<file path="src/rtl/prio_encoder_4to2_bh_if.sv">
// Request/result bundle for the registered priority encoder.
// The requester drives I; the encoder returns v and y.
interface prio_encoder_4to2_bh_if #(
    parameter int unsigned WIDTH = 4
);
    localparam int unsigned OUT_W = $clog2(WIDTH);

    logic [WIDTH-1:0] I;
    logic             v;
    logic [OUT_W-1:0] y;

    modport master (output I, input v, input y);
    modport slave  (input I, output v, output y);
endinterface

</file>
<file path="src/rtl/prio_encoder_4to2_bh.sv">
// Registered fixed-priority encoder: index of highest set request bit plus valid.
// One cycle of latency; y and v come straight from flops.
module prio_encoder_4to2_bh #(
    parameter int unsigned WIDTH = 4
) (
    input  logic                  clk,
    input  logic                  rst,
    prio_encoder_4to2_bh_if.slave bus
);
    localparam int unsigned OUT_W = $clog2(WIDTH);

    logic [OUT_W-1:0] y_d, y_q;
    logic             v_d, v_q;

    // Ascending scan so the last hit, i.e. the highest set bit, wins.
    always_comb begin
        y_d = '0;
        v_d = 1'b0;
        for (int unsigned k = 0; k < WIDTH; k++) begin
            if (bus.I[k]) begin
                y_d = OUT_W'(k);
                v_d = 1'b1;
            end
        end
    end

    always_ff @(posedge clk) begin
        if (rst) begin
            y_q <= '0;
            v_q <= 1'b0;
        end else begin
            y_q <= y_d;
            v_q <= v_d;
        end
    end

    assign bus.y = y_q;
    assign bus.v = v_q;
endmodule

</file>
<file path="src/flat_wrapper.sv">
// flat-port wrapper written by rule: the top's interface ports become plain ports
module prio_encoder_4to2_bh_flat 
#(
    parameter int unsigned WIDTH = 4
)
  (clk, rst, bus_I, bus_v, bus_y);
  prio_encoder_4to2_bh_if #(.WIDTH(WIDTH)) bus_i ();
  input  logic clk;
  input  logic rst;
  input wire logic [$bits(bus_i.I)-1:0] bus_I;
  output wire logic [$bits(bus_i.v)-1:0] bus_v;
  output wire logic [$bits(bus_i.y)-1:0] bus_y;
  assign bus_i.I = bus_I;
  assign bus_v = bus_i.v;
  assign bus_y = bus_i.y;
  prio_encoder_4to2_bh #(.WIDTH(WIDTH)) u_core (.clk(clk), .rst(rst), .bus(bus_i));
endmodule
</file>
<file path="config.mk">
export PLATFORM = sky130hd
export DESIGN_NAME = prio_encoder_4to2_bh_flat
export DESIGN_NICKNAME = d
export VERILOG_FILES = /design/src/rtl/prio_encoder_4to2_bh_if.sv /design/src/rtl/prio_encoder_4to2_bh.sv /design/src/flat_wrapper.sv
export SDC_FILE = /design/constraint.sdc
export NUM_CORES = 1
export LEC_CHECK = 0
export ABC_CLOCK_PERIOD_IN_PS = 1050
export CAP_MARGIN = 25
export CORE_AREA = 2 2 39 41
export DETAILED_ROUTE_END_ITERATION = 12
export DIE_AREA = 0 0 41 43
export MAX_ROUTING_LAYER = met4
export PLACE_DENSITY_LB_ADDON = 0.3
export SYNTH_ARGS = -nofsm -noshare
export SYNTH_HDL_FRONTEND = slang
export SYNTH_SLANG_ARGS = --single-unit
</file>
<file path="constraint.sdc">
create_clock -name clk -period 1.05 [get_ports clk]
set_clock_uncertainty 0.1 [all_clocks]
set_input_delay 0.1575 -clock clk [delete_from_list [all_inputs] [get_ports clk]]
set_output_delay 0.1575 -clock clk [all_outputs]
set_load 0.1 [all_outputs]
</file>
[Word-level counts from Yosys, hierarchy flattened]
Index checks and enable logic that the tools add are counted.
Cells by class
  mux-type cells: 7
Operators by type and width (count)
  2-to-1 mux 1 bit: 5
  2-to-1 mux 2 bit: 2
Word-level totals
  output and inout port bits: 3
  logic and storage cells: 9
  bits of input ports: 6
  register bits after elaboration: 3

[Logic depth before layout (Yosys ltp)]
  depth in word-level cells: 4
  depth in mapped cells: 2
  depth with buffers taken out: 2

[Worst setup path after synthesis]
Ideal clock, no wire load.
  path kind: flip-flop to output port
  start point: reg u_core.v_q (netlist: u_core.bus.v)
  end point: out bus_v
  buffers on the path: 0
  data required time: 0.792 ns
  cell stages (with the launch flop): 1
  arrival: 0.909 ns
  setup slack: -0.116 ns
  cells stage by stage: dfxtp_1
RTL lines
  start, declared: line prio_encoder_4to2_bh.sv:13  | logic v_d, v_q;
  start signal, assigned: line prio_encoder_4to2_bh.sv:33  | v_q <= v_d;
  end, declared: line flat_wrapper.sv:11  | output wire logic [$bits(bus_i.v)-1:0] bus_v;
No word-level cell between the ends.

[Worst setup path after layout]
  start point: reg u_core.v_q (netlist: u_core.bus.v)
  end point: out bus_v
No word-level cell between the ends.

==> flow_metrics.env <==
export IMPL_outcome="finished clean"
export IMPL_cts_htree_levels=1
export IMPL_grt_usage=0.0524
export IMPL_max_stage_delay_ns=0.34
export IMPL_tritoncts="yes"
export IMPL_ys_seq_elements=3
export IMPL_worstPathRequired_ns=0.79
export IMPL_synth_nets=16
export IMPL_crit_family="flip-flops"
export IMPL_num_vias=116
export IMPL_yosysWarnings=0
export IMPL_grt_max_degree=4
export IMPL_fin_nets=29
export IMPL_report_final_setup_viol=0
export IMPL_end_kind="primary output"
export IMPL_core_area_mm2=0.00138
export IMPL_finalPower_uw=447
export IMPL_first_global_vias=150
export IMPL_rows=14
export IMPL_drt_pre_antenna_iters=1
export IMPL_peakVddDrop_v=0.000484
export IMPL_die_h_um=43
export IMPL_clock_sinks=3
export IMPL_numCtsBuffers=3
export IMPL_grt_setup_unrepaired="no"
export IMPL_gp_congestion=0.458
export IMPL_viasPerCell=3.05
export IMPL_finalNonFillerCells=38
export IMPL_ant_nets=0
export IMPL_cp_arrival_ns=0.74
export IMPL_ios=9
export IMPL_drive_above_1_share=0.455
export IMPL_synth_seq_area_share=0.632
export IMPL_fmax_mhz=1000
export IMPL_worstSetupStartpointType="flip-flop"
export IMPL_min_to="u_core.bus.y[0]"
export IMPL_dieArea_mm2=0.00176
export IMPL_p_leak_uw=0.000104
export IMPL_finalWirelength_um=317
export IMPL_worst_path_max_fanout=1
export IMPL_finalHoldViolCount=0
export IMPL_syn_area_um2=95.1
export IMPL_start_util=0.0687
export IMPL_power_density_mw_per_mm2=1750
export IMPL_cts_buffer_depth=2
export IMPL_routedWlPerCell_um=8.34
export IMPL_cts_resized_gates=0
export IMPL_avgSynthCellArea_um2=9.51
export IMPL_worstPathCellList="buf_12"
export IMPL_worst_hold_slack_ns=0.421
export IMPL_antenna_found_initial=0
export IMPL_place_ws_ns=-0.0251
export IMPL_overflow=0
export IMPL_grt_pass1_wl_um=517
export IMPL_drcViolationCount=0
export IMPL_min_delay_path_depth=2
export IMPL_max_cap_viol_count=0
export IMPL_synth_cells=10
export IMPL_syn_to_final_growth_pct=168
export IMPL_post_cts_buffers=0
export IMPL_max_slew_worst_pin_slew_ns=0.150
export IMPL_slowest_stage="dfxtp_2"
export IMPL_drt_iter0_markers=0
export IMPL_die_w_um=41
export IMPL_finalCoreUtilization=0.184
export IMPL_hp_start="rst"
export IMPL_finalWorstSetupSlack_ns=0.0502
export IMPL_antenna_diode_count=0
export IMPL_max_slew_margin=0.900
export IMPL_period_share=0.952
export IMPL_cts_clk_slew_worst_paths_ns=0.04
export IMPL_dp_cells=34
export IMPL_crit_type="reg2out"
export IMPL_cts_root_buf="clkbuf_4"
export IMPL_fillCellCount=150
export IMPL_ctsHoldBuffers=0
export IMPL_port_buffers=8
export IMPL_cp_buffers_inverters=1
export IMPL_synth_cell_types=6
export IMPL_hold_class="in2reg"
export IMPL_drv_slew=0
export IMPL_period_needed_ns=1.00
## synthesized netlist by cell type
master	instances	share of area
a21oi_1	1	0.053
a21oi_2	1	0.092
dfxtp_1	3	0.63
inv_1	1	0.039
nand2b_1	1	0.066
nor2_1	3	0.12
## worst max-delay path by stage
stage                             from         endpoint  slack [ns]  cells after the start
after floorplan           u_core.bus.v            bus_v        0.17                      0
after global placement        bus_I[2]  u_core.bus.y[0]        0.04                      3
after detailed placement      bus_I[3]     u_core.bus.v       -0.03                      3
after CTS                 u_core.bus.v            bus_v        0.03                      1
after global routing      u_core.bus.v            bus_v        0.03                      1
final                     u_core.bus.v            bus_v        0.05                      1
## sequential cells by signal, indices dropped and copies added (netlist names)
name	flops
u_core.bus.y	2
u_core.bus.v	1
## final cells by class
type	count	area, um^2	share of cell area
inverter	1	3.75	0.0147
sequential	3	63.8	0.250
multi-input combinational	6	31.3	0.123
timing repair buffer	8	110	0.431
clock buffer	4	26.3	0.103
tap	16	20.0	0.0784
## cell families (layout without fill, tap and decap cells)
group | count (synthesis) | after routing | share of synthesized area
AO/OA/AOI/OAI | 2 | 2 | 0.145
buffers and inverters | 1 | 13 | 0.0394
flip-flops | 3 | 3 | 0.632
AND/OR/NAND/NOR | 4 | 4 | 0.184
## through the flow
stage	TNS, ns	instance area, um^2
final	0	255
after global routing	0	255
after CTS	0	255
after detailed placement	-0.0251	229
after global placement	0	229
after floorplan	0	98.8
## where the power goes
| group | switching, uW | total [uW] | internal, uW |
|---|---|---|---|
| Sequential | 6.26 | 130 | 124 |
| Clock | 56.8 | 199 | 142 |
| Combinational | 68.6 | 118 | 49.0 |
## cells in the final DEF (no fill, tap or decap)
cell type        Yosys  final
clkdlybuf4s50_1      0      5
nor2_1               3      3
clkbuf_4             0      3
buf_12               0      3
dfxtp_2              0      3
inv_1                1      1
nand2b_1             1      1
a21oi_2              1      1
a21oi_1              1      1
clkbuf_1             0      1
## routing by layer
metal / part of all wire / wire length [um] / GRT usage
met1: 0.39 / 123 / 0.0415
met2: 0.50 / 160 / 0.0688
met3: 0.10 / 33 / 0.0209
met4: 0 / 0 / 0.0800
met5: 0 / 0 / -
Power figures use the tool's default switching activity.
